File: src/rtl/mme_seq_ctrl_pkg.sv
// Shared types and constants for the MME 4x4 matrix-engine sequencer.
package mme_pkg;
    typedef enum logic [3:0] {
        IDLE    = 4'd0,
        RD_A    = 4'd1,
        RD_B    = 4'd2,
        WAIT_RD = 4'd3,
        STEP    = 4'd4,
        DRAIN   = 4'd5,
        WR      = 4'd6,
        WAIT_WR = 4'd7,
        DONE    = 4'd8
    } mme_state_t;

    localparam int MME_COL_BYTES = 16;
    localparam int MME_C_BYTES   = 64;
    localparam int MME_COL_SHIFT = $clog2(MME_COL_BYTES);
endpackage

File: src/rtl/mme_seq_ctrl_if.sv
// Config/status, DMA command/response and PE control signals of the MME sequencer.
interface mme_seq_ctrl_if #(
    parameter int ADDR_W = 32,
    parameter int CNT_W  = 8
);
    logic              start;
    logic [CNT_W-1:0]  mat_width;
    logic [ADDR_W-1:0] mat_a_addr;
    logic [ADDR_W-1:0] mat_b_addr;
    logic [ADDR_W-1:0] mat_c_addr;
    logic              busy;
    logic              done;
    logic              err;
    logic              rd_cmd_valid;
    logic              rd_cmd_ready;
    logic [ADDR_W-1:0] rd_cmd_addr;
    logic              rd_cmd_sel;
    logic              rd_done;
    logic              rd_err;
    logic              pe_clear;
    logic              pe_step;
    logic              wr_cmd_valid;
    logic              wr_cmd_ready;
    logic [ADDR_W-1:0] wr_cmd_addr;
    logic              wr_done;
    logic              wr_err;

    modport master (
        input  start, mat_width, mat_a_addr, mat_b_addr, mat_c_addr,
               rd_cmd_ready, rd_done, rd_err, wr_cmd_ready, wr_done, wr_err,
        output busy, done, err, rd_cmd_valid, rd_cmd_addr, rd_cmd_sel,
               pe_clear, pe_step, wr_cmd_valid, wr_cmd_addr
    );

    modport slave (
        output start, mat_width, mat_a_addr, mat_b_addr, mat_c_addr,
               rd_cmd_ready, rd_done, rd_err, wr_cmd_ready, wr_done, wr_err,
        input  busy, done, err, rd_cmd_valid, rd_cmd_addr, rd_cmd_sel,
               pe_clear, pe_step, wr_cmd_valid, wr_cmd_addr
    );
endinterface

File: src/rtl/mme_seq_ctrl_cnt.sv
// Loadable down-counter that saturates at zero; times the PE drain window.
module mme_seq_cnt #(
    parameter int CNT_W = 8
) (
    input  logic             clk,
    input  logic             rst,
    input  logic             load,
    input  logic [CNT_W-1:0] load_val,
    input  logic             dec,
    output logic [CNT_W-1:0] cnt,
    output logic             zero
);
    always_ff @(posedge clk) begin
        if (rst) begin
            cnt <= '0;
        end else if (load) begin
            cnt <= load_val;
        end else if (dec && cnt != '0) begin
            cnt <= cnt - CNT_W'(1);
        end
    end

    assign zero = (cnt == '0);
endmodule

File: src/rtl/mme_seq_ctrl.sv
// Job sequencer for the MME 4x4 engine: per-k A/B fetch, PE step, drain, C write-back.
module mme_seq_ctrl
    import mme_pkg::*;
#(
    parameter int ADDR_W    = 32,
    parameter int CNT_W     = 8,
    parameter int DRAIN_LAT = 7
) (
    input  logic           clk,
    input  logic           rst,
    mme_seq_ctrl_if.master bus
);
    mme_state_t        state;
    mme_state_t        state_nxt;
    logic [CNT_W-1:0]  w_reg;
    logic [CNT_W-1:0]  k;
    logic [ADDR_W-1:0] a_base;
    logic [ADDR_W-1:0] b_base;
    logic [ADDR_W-1:0] c_base;
    logic [1:0]        rd_cnt;
    logic [1:0]        rd_sum;
    logic              done_r;
    logic              err_r;
    logic              pe_clear_r;
    logic              accept;
    logic              reading;
    logic              rd_bad;
    logic              last_k;
    logic [CNT_W-1:0]  drain_cnt;
    logic              drain_zero;

    function automatic logic [ADDR_W-1:0] col_addr(input logic [ADDR_W-1:0] base,
                                                   input logic [CNT_W-1:0]  idx);
        logic [ADDR_W-1:0] off;
        off = ADDR_W'(idx) << MME_COL_SHIFT;
        return base + off;
    endfunction

    assign accept  = (state == IDLE) && bus.start;
    assign reading = (state == RD_A) || (state == RD_B) || (state == WAIT_RD);
    assign rd_sum  = rd_cnt + {1'b0, bus.rd_done};
    assign rd_bad  = reading && bus.rd_done && bus.rd_err;
    assign last_k  = (k == w_reg - CNT_W'(1));

    mme_seq_cnt #(.CNT_W(CNT_W)) u_drain (
        .clk      (clk),
        .rst      (rst),
        .load     ((state == STEP) && last_k),
        .load_val (CNT_W'(DRAIN_LAT - 1)),
        .dec      (state == DRAIN),
        .cnt      (drain_cnt),
        .zero     (drain_zero)
    );

    always_comb begin
        state_nxt = state;
        case (state)
            IDLE:    if (bus.start) state_nxt = (bus.mat_width == '0) ? DONE : RD_A;
            RD_A:    if (bus.rd_cmd_ready) state_nxt = RD_B;
            RD_B:    if (bus.rd_cmd_ready) state_nxt = WAIT_RD;
            // A bus error still lets both bursts land before the job is abandoned.
            WAIT_RD: if (rd_sum == 2'd2) state_nxt = (err_r || rd_bad) ? DONE : STEP;
            STEP:    state_nxt = last_k ? DRAIN : RD_A;
            DRAIN:   if (drain_zero) state_nxt = WR;
            WR:      if (bus.wr_cmd_ready) state_nxt = WAIT_WR;
            WAIT_WR: if (bus.wr_done) state_nxt = DONE;
            DONE:    state_nxt = IDLE;
            default: state_nxt = IDLE;
        endcase
    end

    always_ff @(posedge clk) begin
        if (rst) begin
            state      <= IDLE;
            k          <= '0;
            rd_cnt     <= '0;
            done_r     <= 1'b0;
            err_r      <= 1'b0;
            pe_clear_r <= 1'b0;
        end else begin
            state      <= state_nxt;
            pe_clear_r <= accept;
            if (accept) begin
                done_r <= 1'b0;
                err_r  <= (bus.mat_width == '0);
                k      <= '0;
                rd_cnt <= '0;
            end
            if (state == STEP) begin
                k      <= k + CNT_W'(1);
                rd_cnt <= '0;
            end else if (reading && bus.rd_done) begin
                rd_cnt <= rd_sum;
            end
            if (rd_bad || ((state == WAIT_WR) && bus.wr_done && bus.wr_err)) err_r <= 1'b1;
            if (state_nxt == DONE && state != DONE) done_r <= 1'b1;
        end
    end

    // Shadow copies of the job config; only meaningful while a job runs.
    always_ff @(posedge clk) begin
        if (accept) begin
            w_reg  <= bus.mat_width;
            a_base <= bus.mat_a_addr;
            b_base <= bus.mat_b_addr;
            c_base <= bus.mat_c_addr;
        end
    end

    assign bus.busy         = (state != IDLE) && (state != DONE);
    assign bus.done         = done_r;
    assign bus.err          = err_r;
    assign bus.pe_clear     = pe_clear_r;
    assign bus.pe_step      = (state == STEP);
    assign bus.rd_cmd_valid = (state == RD_A) || (state == RD_B);
    assign bus.rd_cmd_sel   = (state == RD_B);
    assign bus.rd_cmd_addr  = (state == RD_A) ? col_addr(a_base, k) :
                              (state == RD_B) ? col_addr(b_base, k) : '0;
    assign bus.wr_cmd_valid = (state == WR);
    assign bus.wr_cmd_addr  = (state == WR) ? c_base : '0;
endmodule

File: src/flat_wrapper.sv
// flat-port wrapper written by rule: the top's interface ports become plain ports
module mme_seq_ctrl_flat import mme_pkg::*;
#(
    parameter int ADDR_W    = 32,
    parameter int CNT_W     = 8,
    parameter int DRAIN_LAT = 7
)
  (clk, rst, bus_start, bus_mat_width, bus_mat_a_addr, bus_mat_b_addr, bus_mat_c_addr, bus_rd_cmd_ready, bus_rd_done, bus_rd_err, bus_wr_cmd_ready, bus_wr_done, bus_wr_err, bus_busy, bus_done, bus_err, bus_rd_cmd_valid, bus_rd_cmd_addr, bus_rd_cmd_sel, bus_pe_clear, bus_pe_step, bus_wr_cmd_valid, bus_wr_cmd_addr);
  mme_seq_ctrl_if #(.ADDR_W(ADDR_W), .CNT_W(CNT_W)) bus_i ();
  input  logic clk;
  input  logic rst;
  input wire logic [$bits(bus_i.start)-1:0] bus_start;
  input wire logic [$bits(bus_i.mat_width)-1:0] bus_mat_width;
  input wire logic [$bits(bus_i.mat_a_addr)-1:0] bus_mat_a_addr;
  input wire logic [$bits(bus_i.mat_b_addr)-1:0] bus_mat_b_addr;
  input wire logic [$bits(bus_i.mat_c_addr)-1:0] bus_mat_c_addr;
  input wire logic [$bits(bus_i.rd_cmd_ready)-1:0] bus_rd_cmd_ready;
  input wire logic [$bits(bus_i.rd_done)-1:0] bus_rd_done;
  input wire logic [$bits(bus_i.rd_err)-1:0] bus_rd_err;
  input wire logic [$bits(bus_i.wr_cmd_ready)-1:0] bus_wr_cmd_ready;
  input wire logic [$bits(bus_i.wr_done)-1:0] bus_wr_done;
  input wire logic [$bits(bus_i.wr_err)-1:0] bus_wr_err;
  output wire logic [$bits(bus_i.busy)-1:0] bus_busy;
  output wire logic [$bits(bus_i.done)-1:0] bus_done;
  output wire logic [$bits(bus_i.err)-1:0] bus_err;
  output wire logic [$bits(bus_i.rd_cmd_valid)-1:0] bus_rd_cmd_valid;
  output wire logic [$bits(bus_i.rd_cmd_addr)-1:0] bus_rd_cmd_addr;
  output wire logic [$bits(bus_i.rd_cmd_sel)-1:0] bus_rd_cmd_sel;
  output wire logic [$bits(bus_i.pe_clear)-1:0] bus_pe_clear;
  output wire logic [$bits(bus_i.pe_step)-1:0] bus_pe_step;
  output wire logic [$bits(bus_i.wr_cmd_valid)-1:0] bus_wr_cmd_valid;
  output wire logic [$bits(bus_i.wr_cmd_addr)-1:0] bus_wr_cmd_addr;
  assign bus_i.start = bus_start;
  assign bus_i.mat_width = bus_mat_width;
  assign bus_i.mat_a_addr = bus_mat_a_addr;
  assign bus_i.mat_b_addr = bus_mat_b_addr;
  assign bus_i.mat_c_addr = bus_mat_c_addr;
  assign bus_i.rd_cmd_ready = bus_rd_cmd_ready;
  assign bus_i.rd_done = bus_rd_done;
  assign bus_i.rd_err = bus_rd_err;
  assign bus_i.wr_cmd_ready = bus_wr_cmd_ready;
  assign bus_i.wr_done = bus_wr_done;
  assign bus_i.wr_err = bus_wr_err;
  assign bus_busy = bus_i.busy;
  assign bus_done = bus_i.done;
  assign bus_err = bus_i.err;
  assign bus_rd_cmd_valid = bus_i.rd_cmd_valid;
  assign bus_rd_cmd_addr = bus_i.rd_cmd_addr;
  assign bus_rd_cmd_sel = bus_i.rd_cmd_sel;
  assign bus_pe_clear = bus_i.pe_clear;
  assign bus_pe_step = bus_i.pe_step;
  assign bus_wr_cmd_valid = bus_i.wr_cmd_valid;
  assign bus_wr_cmd_addr = bus_i.wr_cmd_addr;
  mme_seq_ctrl #(.ADDR_W(ADDR_W), .CNT_W(CNT_W), .DRAIN_LAT(DRAIN_LAT)) u_core (.clk(clk), .rst(rst), .bus(bus_i));
endmodule
File: config.mk
export PLATFORM = sky130hd
export DESIGN_NAME = mme_seq_ctrl_flat
export DESIGN_NICKNAME = d
export VERILOG_FILES = /design/src/rtl/mme_seq_ctrl_pkg.sv /design/src/rtl/mme_seq_ctrl_if.sv /design/src/rtl/mme_seq_ctrl_cnt.sv /design/src/rtl/mme_seq_ctrl.sv /design/src/flat_wrapper.sv
export SDC_FILE = /design/constraint.sdc
export NUM_CORES = 1
export LEC_CHECK = 0
export ABC_CLOCK_PERIOD_IN_PS = 3350
export BUFFER_PORTS_ARGS = -buffer_cell sky130_fd_sc_hd__buf_2
export CORE_UTILIZATION = 25
export DETAILED_ROUTE_END_ITERATION = 8
export GPL_ROUTABILITY_DRIVEN = 1
export GPL_TIMING_DRIVEN = 0
export PLACE_DENSITY = 0.53
export REMOVE_ABC_BUFFERS = 1
export SYNTH_ARGS = -nofsm -noshare
export SYNTH_HDL_FRONTEND = slang
export SYNTH_SLANG_ARGS = --single-unit
File: constraint.sdc
create_clock -name clk -period 3.35 [get_ports clk]
set_input_delay 0.335 -clock clk [delete_from_list [all_inputs] [get_ports clk]]
set_output_delay 0.335 -clock clk [all_outputs]
set_load 0.005 [all_outputs]
* After elaboration in Yosys (flattened, before gate mapping) *
Cells that the tools add are included.

cells by class
  muxes and demuxes = 24
  eq/ne operators = 11
  $add $sub $neg = 6
  reductions and logical operators = 25

operator list
  kind                                                 count
  two-way mux 32 bit                                   3
  adder 32 x 12 -> 32 bit                              2
  two-way mux 4 bit                                    9
  case mux 4 bit (8 select lines)                      1
  equality test 4 x 3 -> 1 bit, second input constant  4
  zero test 8 bit                                      2
  two-way mux 8 bit                                    2
  subtractor 8 x 1 -> 8 bit, second input constant     2
  nonzero test 2 bit                                   5
  logical AND 1 bit                                    9
  two-way mux 3 bit                                    3
  adder 8 x 1 -> 8 bit, second input constant          1
  equality test 4 x 2 -> 1 bit, second input constant  2
  equality test 8 bit                                  1
  nonzero test 8 bit                                   1
  equality test 4 x 1 -> 1 bit, second input constant  1
  equality test 4 bit, second input constant           1
  zero test 4 bit                                      1
  logical OR 1 bit                                     4
  two-way mux 1 bit                                    4
  two-way mux 2 bit                                    2
  != test 4 bit, second input constant                 1
  nonzero test 4 bit                                   1
  OR reduction 2 bit                                   2
  2 further kinds                                      2

storage, ports and cells
  input bits = 113
  word-level logic and storage cells = 78
  bits in registers = 129
  output and inout bits = 72

* Logic depth before layout (Yosys ltp) *
Gate-level depths: netlist (run 1).

  word-level depth = 12
  gate-level depth with buffers = 9
  mapped depth without buffers = 9

* Hierarchy *
A second synthesis (run 1) with hierarchy kept.

second synthesis, totals
  cell total of the unflattened synthesis = 596
  area total of the unflattened synthesis = 6682.7 um^2

by module, submodules not included
  module        cells each  area each (um^2)  sequential area each (um^2)  times used
  mme_seq_ctrl  537         6167.2            3463.3                       1
  mme_seq_cnt   59          515.5             160.2                        1

* Least setup slack after synthesis (run 1) *
Ideal clock, no wire load.

  path type = reg-to-reg
  start = register u_core.state[3]
  end = register u_core.done_r (netlist: u_core.bus.done)
  setup time = 0.057 ns
  stages on the path, launching flop included = 8
  slack = 0.526 ns
  path buffers = 0
  clock period less this slack = 2.824 ns
  arrival = 2.766 ns
  data required time = 3.293 ns
  cells stage by stage = dfxtp_1 -> nor2_1 -> nand3_1 -> inv_2 -> nand3_1 -> o21a_1 -> a211oi_1 -> a21o_1

on the way
  elaborated cells between the ends (all ways) = 28
  classes of those cells = eq/ne (9); mux (10); reduce/logical (9)

RTL lines
  item                                 RTL line            RTL
  from (decl)                          mme_seq_ctrl.sv:13  mme_state_t state;
  from (signal assigned)               mme_seq_ctrl.sv:81  state <= state_nxt;
  zero test 4 bit                      mme_seq_ctrl.sv:39  assign accept = (state == IDLE) && bus.start;
  logical AND 1 bit                    mme_seq_ctrl.sv:39
  net u_core.accept                    mme_seq_ctrl.sv:25  logic accept;
  nonzero test 2 bit (no source line)  --
  to (signal assigned)                 mme_seq_ctrl.sv:77  done_r <= 1'b0;
  to (signal assigned)                 mme_seq_ctrl.sv:84  done_r <= 1'b0;
  to (signal assigned)                 mme_seq_ctrl.sv:96  if (state_nxt == DONE && state != DONE) done_r <= 1'b1;
  to (decl)                            mme_seq_ctrl.sv:22  logic done_r;

The timed path passes the listed nets, and every way through them passes these cells.
A chain may end at the register's enable or synchronous reset.

* Worst setup path after layout (run 1) *
  start = register u_core.k[0]
  end = output bus_rd_cmd_addr[16]

on the way
  longest elaborated chain between the ends = 3
  elaborated cells between the ends (all ways) = 4
  classes of those cells = add/sub (2); mux (2)

RTL lines
  item                     RTL line             RTL
  from (decl)              mme_seq_ctrl.sv:16   logic [CNT_W-1:0] k;
  from (signal assigned)   mme_seq_ctrl.sv:90   k <= k + CNT_W'(1);
  adder 32 x 12 -> 32 bit  mme_seq_ctrl.sv:36   return base + off;
  two-way mux 32 bit       mme_seq_ctrl.sv:118  (state == RD_B) ? col_addr(b_base, k) : '0;
  two-way mux 32 bit (*)   mme_seq_ctrl.sv:117  assign bus.rd_cmd_addr = (state == RD_A) ? col_addr(a_base, k) :
  to (decl)                flat_wrapper.sv:27   output wire logic [$bits(bus_i.rd_cmd_addr)-1:0] bus_rd_cmd_addr;

Mark *: on every way between the ends. The rest lies on a longest branch, timed or not.

==> flow_metrics.py, run 1 <==
metrics = {
    "outcome": {
        "outcome": "completed",
    },
    "yosys": {
        "ys.flop_type": "edfxtp_1",
        "synth_edf_count": 104,
        "ys.warnings.count": 0,
        "ys_async_sr_fraction_pct": 0,
        "synth_seq_cells": 129,
        "synth_area_um2": 6600,
        "yosysTopAreaCellShare_pct": 47.3,
        "postSynthCellCount": 568,
        "seq_area_frac_synth_pct": 54.9,
        "avgSynthCellArea_um2": 11.6,
        "ys_types": 63,
        "synth_largest_area_cell": "edfxtp_1",
        "synthTopCellsByArea": "edfxtp_1 47%, dfxtp_1 7.6%, xor2_1 6.2%",
    },
    "min_path": {
        "min_path_type": "input port to register",
        "hp-start": "bus_mat_b_addr[24]",
    },
    "finish": {
        "final_common_cell": "buf_2",
        "largestRegisters": "u_core.a_base (32), u_core.b_base (32), u_core.c_base (32)",
        "area_growth_pct": 30.0,
        "fill_cells": 2674,
        "diodes": 0,
        "regArea_um2": 3630,
        "drive_gt1_share_pct": 32.6,
        "nets": 893,
        "multiInputGateArea_um2": 2890,
        "mostFrequentLayoutCells": "184 x buf_2, 104 x edfxtp_1, 47 x xor2_1",
        "fin_util_pct": 33.0,
    },
    "die": {
        "rows": 59,
        "fp.dieArea_um2": 27100,
        "core_area_um2": 26000,
        "start_util_pct": 25.4,
        "io_pins": 185,
        "die_w_um": 164,
        "die_y_um": 164,
    },
    "pwr": {
        "power_uw": 4280,
        "ir_worst_vdd_mv": 0.221,
        "powerDensity_nw_per_um2": 499,
        "p_leak_uw": 0.00345,
    },
    "critical_path": {
        "start_kind": "register",
        "crit-reg2reg-launch": "u_core.state[3]",
        "worstSetupPathType": "register to primary output",
        "cp-end-kind": "primary output",
        "cp_max_fo": 10,
        "cp_data_arrival_time_ns": 2.83,
        "required_ns": 3.01,
        "critPathLaunch": "u_core.k[0]",
    },
    "cts": {
        "cts.sinks": 129,
        "path_clk_slew_ns": 0.07,
        "cts_tree": "done",
        "cts_buffers": 17,
        "cts_root_buf": "clkbuf_16",
        "clk_latency_ns": 0.41,
        "clock_path_buffers": 2,
        "hold_buffers": 0,
        "h-tree-depth": 4,
    },
    "timing": {
        "hold_viol": 0,
        "slew_headroom_pct": 40.9,
        "setup_viol": 0,
        "rsz0062_at_grt": "false",
        "tns_ns": 0,
        "period_needed_ns": 3.17,
        "drv_slew": 0,
        "skew_ns": 0.00935,
        "worstMarginPinSlew_ns": 0.878,
        "period_share_pct": 94.6,
        "timing.fmax_mhz": 316,
        "worst_slack_ns": 0.181,
    },
    "global_routing": {
        "grt.total_usage_pct": 13.3,
        "grt_pass1_vias": 4841,
        "grt_use_met2_pct": 20.5,
        "use_met1_pct": 18.0,
        "grt_antenna_before_repair": 2,
        "grt_max_degree": 72,
        "busiest_layer": "met2",
        "grtUsageMet3_pct": 3.82,
        "grt_first_pass_wirelength_um": 26900,
        "grt_overflow": 0,
    },
    "run": {
        "cap_violations": 0,
    },
    "placed_design": {
        "io_buffers": 184,
        "hpwl_um": 12800,
        "gp_congestion": 0.804,
        "pre_cts_ws_ns": -0.145,
    },
    "route": {
        "wl_um": 18100,
        "drt-vias-per-instance": 4.64,
        "routedWlPerCell_um": 16.4,
        "postRouteAntennaNets": 0,
        "drc_errors": 0,
        "dr.pass1.iters": 5,
        "drt-initial-drc-count": 383,
        "vias": 5123,
    },
}
[cell type report]
class	instances	area share [%]
Timing Repair Buffer	189	11.6
Sequential cell	129	42.3
Clock inverter	9	1.24
Tap cell	335	4.89
Multi-Input combinational cell	404	33.7
Inverter	16	0.729
Clock buffer	23	5.46
[timing repair]
action,4_1_cts,5_1_grt
pin swaps,2,2
buffers inserted,2,1
setup endpoints to repair,14,20
gates resized for setup,7,11
[per-layer routing]
metal	share of wire [%]	wire, um
met3	5.7	1020
met5	0.13	23
met4	1.0	181
met2	46	8400
met1	47	8480
[worst paths after layout]
path | to | cells after the start | slack, ns
min reg2reg | u_core.bus.done | 1 | 0.45
max | bus_rd_cmd_addr[16] | 11 | 0.18
max reg2reg | u_core.bus.done | 7 | 0.69
min | u_core.b_base[24] | 1 | 0.09
[through the flow]
stage / instances / area, um2 / hold slack, ns
after floorplan: 549 / 6520 / 0.404
after global placement: 1068 / 7860 / 0.435
after detailed placement: 1070 / 7900 / 0.439
after CTS: 1104 / 8530 / 0.0670
after global routing: 1105 / 8580 / 0.0573
final: 1105 / 8580 / 0.0865
[worst max-delay path: stages (launching register included)]
cell	delay, ns
dfxtp_4	0.39
ha_1	0.18
inv_1	0.06
fa_2	0.35
nand2b_4	0.16
a211o_1	0.35
a21oi_4	0.18
buf_12	0.15
nand4_1	0.11
xor2_1	0.16
o22ai_1	0.17
buf_2	0.17
[cells by family (layout without fill, tap and decap cells)]
family | Yosys count | count (layout) | synth area share (%)
simple gates | 199 | 199 | 17.5
flops | 129 | 129 | 54.9
compound gates | 117 | 117 | 12.2
xor+xnor | 65 | 65 | 8.63
buf+inv | 35 | 237 | 2.20
fa+ha+maj | 23 | 23 | 4.59
[synthesized netlist by cell type, types with 5 or more instances]
cell / number
a21o_1: 7
ha_1: 21
nand4_1: 12
a22o_1: 7
and2_1: 34
o21ai_0: 15
nand2b_1: 8
xnor2_1: 18
nor4_1: 5
dfxtp_1: 25
edfxtp_1: 104
xor2_1: 47
a211oi_1: 8
nor3_1: 11
nand2_1: 25
inv_1: 13
o211ai_1: 8
o22ai_1: 24
nand3_1: 24
nor3_2: 6
clkbuf_1: 16
a21oi_1: 19
nor2_1: 31
and3_1: 13
[power by group]
group	internal (uW)	switching [uW]
Sequential	1890	73.6
Combinational	190	279
Clock	1130	716
Total	3210	1070
Note: power is estimated with default switching activity, not from simulation.
==> run 2: changes to the inputs <==
PLACE_DENSITY = unset   (was 0.53)
==> flow_metrics.py, run 2 (synthesis gave the netlist of run 1 again) <==
metrics = {
    "cts": {
        "cts_tree": "done",
        "clock_path_buffers": 2,
        "hold_buffers": 0,
        "cts_root_buf": "clkbuf_16",
        "h-tree-depth": 4,
        "cts.sinks": 129,
        "cts_buffers": 17,
        "path_clk_slew_ns": 0.07,
        "clk_latency_ns": 0.42,
    },
    "timing": {
        "drv_slew": 0,
        "timing.fmax_mhz": 314,
        "slew_headroom_pct": 50.8,
        "hold_viol": 0,
        "rsz0062_at_grt": "false",
        "period_needed_ns": 3.18,
        "whs_ns": 0.0836,
        "period_share_pct": 95.0,
        "worstMarginPinSlew_ns": 0.738,
        "setup_viol": 0,
        "skew_ns": 0.0109,
        "worst_slack_ns": 0.166,
    },
    "finish": {
        "regArea_um2": 3630,
        "area_growth_pct": 30.9,
        "final_common_cell": "buf_2",
        "fill_cells": 2662,
        "mostFrequentLayoutCells": "184 x buf_2, 104 x edfxtp_1, 46 x xor2_1",
        "fin_util_pct": 33.2,
        "multiInputGateArea_um2": 2930,
        "drive_gt1_share_pct": 33.6,
        "nets": 893,
        "stdcell_count": 1107,
        "largestRegisters": "u_core.a_base (32), u_core.b_base (32), u_core.c_base (32)",
    },
    "pwr": {
        "powerDensity_nw_per_um2": 503,
        "ir_worst_vdd_mv": 0.330,
        "p_leak_uw": 0.00347,
        "power_uw": 4350,
    },
    "critical_path": {
        "start_kind": "register",
        "cp_max_fo": 10,
        "crit-reg2reg-launch": "u_core.state[3]",
        "worstSetupPathType": "register to primary output",
        "r2r_end": "u_core.bus.done",
        "cp_data_arrival_time_ns": 2.85,
        "cp_cell_sequence": "ha_1 -> a211oi_1 -> o21ai_1 -> o41a_4 -> and3_1 -> xnor2_1 -> o211ai_1 -> buf_2",
        "cp-end-kind": "primary output",
        "slowest_delay_ns": 0.47,
        "crit_slowest_cell": "o41a_4",
        "required_ns": 3.01,
        "rr_worst_depth": 7,
        "r2r_slack_ns": 0.60,
    },
    "route": {
        "postRouteAntennaNets": 0,
        "dr.pass1.iters": 4,
        "drt-vias-per-instance": 4.68,
        "routedWlPerCell_um": 17.0,
        "vias": 5182,
        "drc_errors": 0,
        "wl_um": 18800,
        "drt-initial-drc-count": 312,
    },
    "placed_design": {
        "io_buffers": 184,
        "gp_congestion": 0.798,
        "dpl.cell_count": 1070,
        "pre_cts_ws_ns": -0.325,
        "hpwl_um": 13500,
    },
    "die": {
        "io_pins": 185,
        "start_util_pct": 25.4,
        "fp.dieArea_um2": 27100,
        "die_w_um": 164,
        "rows": 59,
        "die_y_um": 164,
        "core_area_um2": 26000,
    },
    "outcome": {
        "outcome": "completed",
    },
    "min_path": {
        "holdPathEnd": "u_core.c_base[8]",
        "hp-start": "bus_mat_c_addr[8]",
        "min_path_cells": 1,
        "min_path_type": "input port to register",
    },
    "global_routing": {
        "grt.total_usage_pct": 14.1,
        "grt_overflow": 0,
        "grt_first_pass_wirelength_um": 28100,
        "grt_pass1_vias": 5139,
        "grt_max_degree": 63,
        "grt_antenna_before_repair": 3,
    },
    "run": {
        "cap_violations": 0,
    },
}
## run 2: cell count changes in the layout (fill, tap and decap cells not counted), sizes merged
cell / change
clkbuf: -6
clkinv: -1
diode: +2
inv: +7
## run 2: what timing repair did
action                                  in CTS  in global routing
endpoints found under the setup margin      20                 18
gates resized for setup                     15                  8
setup buffers                                2                  1
pin swaps                                    3                  2
## run 2: metrics by stage
step                      cell area, um2  TNS, ns
after global placement              7860    -4.40
after floorplan                     6520        0
after detailed placement            7900    -2.33
final                               8640        0
after CTS                           8600        0
after global routing                8630        0
## run 2: worst max-delay path: cells and delay by family (launching register included)
| kind | cells | cell delay (ns) |
|---|---|---|
| compound gates | 4 | 1.03 |
| xor+xnor | 1 | 0.24 |
| fa+ha+maj | 1 | 0.33 |
| buf+inv | 1 | 0.17 |
| flops | 1 | 0.43 |
| simple gates | 1 | 0.23 |
## run 2: worst max-delay path by stage
| stage | from | endpoint | slack [ns] | cells after the start |
|---|---|---|---|---|
| floorplan | u_core.state[3] | u_core.bus.done | 0.53 | 7 |
| global placement | u_core.state[3] | u_core.bus.done | -0.71 | 7 |
| detailed placement | u_core.k[0] | bus_rd_cmd_addr[16] | -0.33 | 10 |
| CTS | u_core.k[0] | bus_rd_cmd_addr[16] | 0.005 | 11 |
| global route | u_core.b_base[5] | bus_rd_cmd_addr[21] | 0.03 | 8 |
| finish | u_core.b_base[5] | bus_rd_cmd_addr[21] | 0.17 | 8 |
## run 2: final cells by class
type                    instances  share of cell area [%]
diodes                          2                  0.0579
clock buffers                  17                    4.92
clock inverters                15                    1.98
inverters                      16                   0.724
multi-input cells             404                    33.9
flip-flops and latches        129                    42.0
well taps                     335                    4.85
repair buffers                189                    11.6
## run 2: metal layers
metal	routed length (um)	global-route usage [%]	up-vias
met5	13	0	-
met4	266	5.55	2
met3	1510	4.77	19
met2	8770	23.0	195
met1	8240	17.1	2436
li1	-	-	2530
## run 2: power by group
part | leakage (uW) | switching (uW) | internal, uW | total (uW)
clock network | 0.000291 | 792 | 1120 | 1910
registers | 0.00120 | 76.1 | 1890 | 1960
logic | 0.00199 | 280 | 191 | 471
total | 0.00347 | 1150 | 3200 | 4350
==> run 3: changes to the inputs <==
ABC_AREA = 1   (was unset)
SKIP_CTS_REPAIR_TIMING = 1   (was unset)
==> flow_metrics.py, run 3 <==
metrics = {
    "critical_path": {
        "critPathLaunch": "u_core.b_base[4]",
        "cp_max_fo": 7,
        "cp-end-kind": "primary output",
        "crit-reg2reg-launch": "u_core.state[3]",
        "cp_data_arrival_time_ns": 2.81,
        "required_ns": 3.01,
        "worstSetupPathType": "register to primary output",
        "start_kind": "register",
    },
    "finish": {
        "final_common_cell": "nand2_1",
        "regArea_um2": 3620,
        "mostFrequentLayoutCells": "262 x nand2_1, 184 x buf_2, 133 x inv_1",
        "drive_gt1_share_pct": 23.2,
        "largestRegisters": "u_core.a_base (32), u_core.b_base (32), u_core.c_base (32)",
        "area_growth_pct": 26.2,
        "stdcell_count": 1574,
        "nets": 1305,
        "multiInputGateArea_um2": 3420,
        "fill_cells": 3201,
    },
    "global_routing": {
        "grt_antenna_before_repair": 4,
        "grt_overflow": 0,
        "grt_first_pass_wirelength_um": 34200,
        "grt_max_degree": 36,
        "grt_pass1_vias": 6469,
        "grt.total_usage_pct": 14.4,
    },
    "pwr": {
        "p_int_uw": 3260,
        "combPwrFrac_pct": 13.8,
        "powerDensity_nw_per_um2": 462,
        "p_leak_uw": 0.00465,
        "ir_worst_vdd_mv": 0.325,
        "clkPwrFrac_pct": 41.6,
        "swShare_pct": 27.2,
        "p_sw_uw": 1220,
        "power_frac_seq_pct": 44.7,
    },
    "yosys": {
        "synth_edf_count": 104,
        "synth_area_um2": 7680,
        "yosysMostFrequentCell": "nand2_1",
        "ys.warnings.count": 0,
        "ys_async_sr_fraction_pct": 0,
        "ys_types": 47,
        "postSynthCellCount": 974,
        "seq_area_frac_synth_pct": 47.2,
        "synth_seq_cells": 129,
        "ys.flop_type": "edfxtp_1",
        "yosysTopAreaCellShare_pct": 40.7,
        "yosys-top-cells-count": "262 x nand2_1, 133 x inv_1, 122 x nor2_1",
        "synthTopCellsByArea": "edfxtp_1 41%, nand2_1 13%, dfxtp_1 6.5%",
        "avgSynthCellArea_um2": 7.88,
        "synth_largest_area_cell": "edfxtp_1",
    },
    "cts": {
        "cts_buffers": 17,
        "cts.sinks": 129,
        "clock_path_buffers": 2,
        "cts_root_buf": "clkbuf_16",
        "h-tree-depth": 4,
        "clk_latency_ns": 0.43,
        "path_clk_slew_ns": 0.06,
        "cts_tree": "done",
    },
    "die": {
        "die_y_um": 177,
        "die_w_um": 177,
        "fp.dieArea_um2": 31400,
        "core_area_um2": 30000,
        "rows": 63,
        "start_util_pct": 25.6,
        "io_pins": 185,
    },
    "placed_design": {
        "dpl.cell_count": 1540,
        "hpwl_um": 17400,
        "io_buffers": 184,
        "pre_cts_ws_ns": 0.683,
        "gp_congestion": 0.855,
    },
    "timing": {
        "period_share_pct": 93.9,
        "hold_viol": 0,
        "skew_ns": 0.00742,
        "period_needed_ns": 3.14,
        "rsz0062_at_grt": "false",
        "drv_slew": 0,
        "worstMarginPinSlew_ns": 1.09,
        "setup_viol": 0,
        "timing.fmax_mhz": 318,
        "worst_slack_ns": 0.206,
        "slew_headroom_pct": 27.1,
        "tns_ns": 0,
    },
    "run": {
        "cap_violations": 0,
    },
    "min_path": {
        "hp-start": "bus_mat_b_addr[13]",
        "min_path_type": "input port to register",
    },
    "route": {
        "routedWlPerCell_um": 14.1,
        "vias": 6924,
        "drc_errors": 0,
        "drt-vias-per-instance": 4.40,
        "postRouteAntennaNets": 0,
        "dr.pass1.iters": 4,
        "drt-initial-drc-count": 360,
        "wl_um": 22200,
    },
    "outcome": {
        "outcome": "completed",
    },
}
run 3: layout make-up:
cell class              count  area share [%]
clock buffers              22            5.13
diodes                      2          0.0517
multi-input cells         682            35.3
clock inverters            10            1.01
inverters                 152            5.89
repair buffers            187            10.1
flip-flops and latches    129            37.4
well taps                 390            5.04
run 3: worst paths after layout:
check | to | slack (ns) | depth (start not counted)
worst max-delay path | bus_rd_cmd_addr[12] | 0.21 | 10
worst min-delay path | u_core.b_base[13] | 0.08 | 1
worst max register to register | u_core.a_base[26] | 0.99 | 6
worst min register to register | u_core.bus.done | 0.48 | 2
run 3: stage by stage:
step	area (um2)	util, %	total power, uW	hold WS, ns
6_report	9690	32.3	4480	0.0759
5_1_grt	9680	32.3	4680	0.0534
4_1_cts	9680	32.3	4530	0.0555
3_5_place_dp	9090	30.3	2650	0.478
3_3_place_gp	9030	30.1	2630	0.461
2_1_floorplan	7620	-	2340	0.401
run 3: critical path, cell delays in order (launching register included):
cell,delay (ns)
edfxtp_1,0.37
ha_1,0.28
fa_1,0.44
nand3_1,0.09
nand3_1,0.21
nand2_1,0.15
o211ai_2,0.21
nand2_1,0.12
nand2_1,0.05
o22ai_1,0.27
buf_2,0.18
run 3: cell families (layout without fill, tap and decap cells):
group / after synthesis / after routing / synth area share (%)
compound gates: 84 / 84 / 6.50
simple gates: 556 / 556 / 32.0
other cells: 0 / 2 / 0
xor+xnor: 19 / 19 / 2.17
buf+inv: 163 / 371 / 8.18
fa+ha+maj: 23 / 23 / 3.94
flops: 129 / 129 / 47.2
run 3: power groups by stage:
stage / Sequential, uW / Clock [uW] / Combinational, uW
6_report: 2000 / 1860 / 615
5_1_grt: 2010 / 1970 / 692
4_1_cts: 2000 / 1910 / 626
3_5_place_dp: 2030 / 0 / 623
3_3_place_gp: 2040 / 0 / 593
2_1_floorplan: 2000 / 0 / 346
run 3: routing by layer:
metal  track usage, %  up-vias  routed length, um
met4             4.92        2                397
li1                 -     3588                  -
met1             18.3     3171              10200
met3             3.41       23               1080
met2             23.7      140              10500
met5                0        -                 13
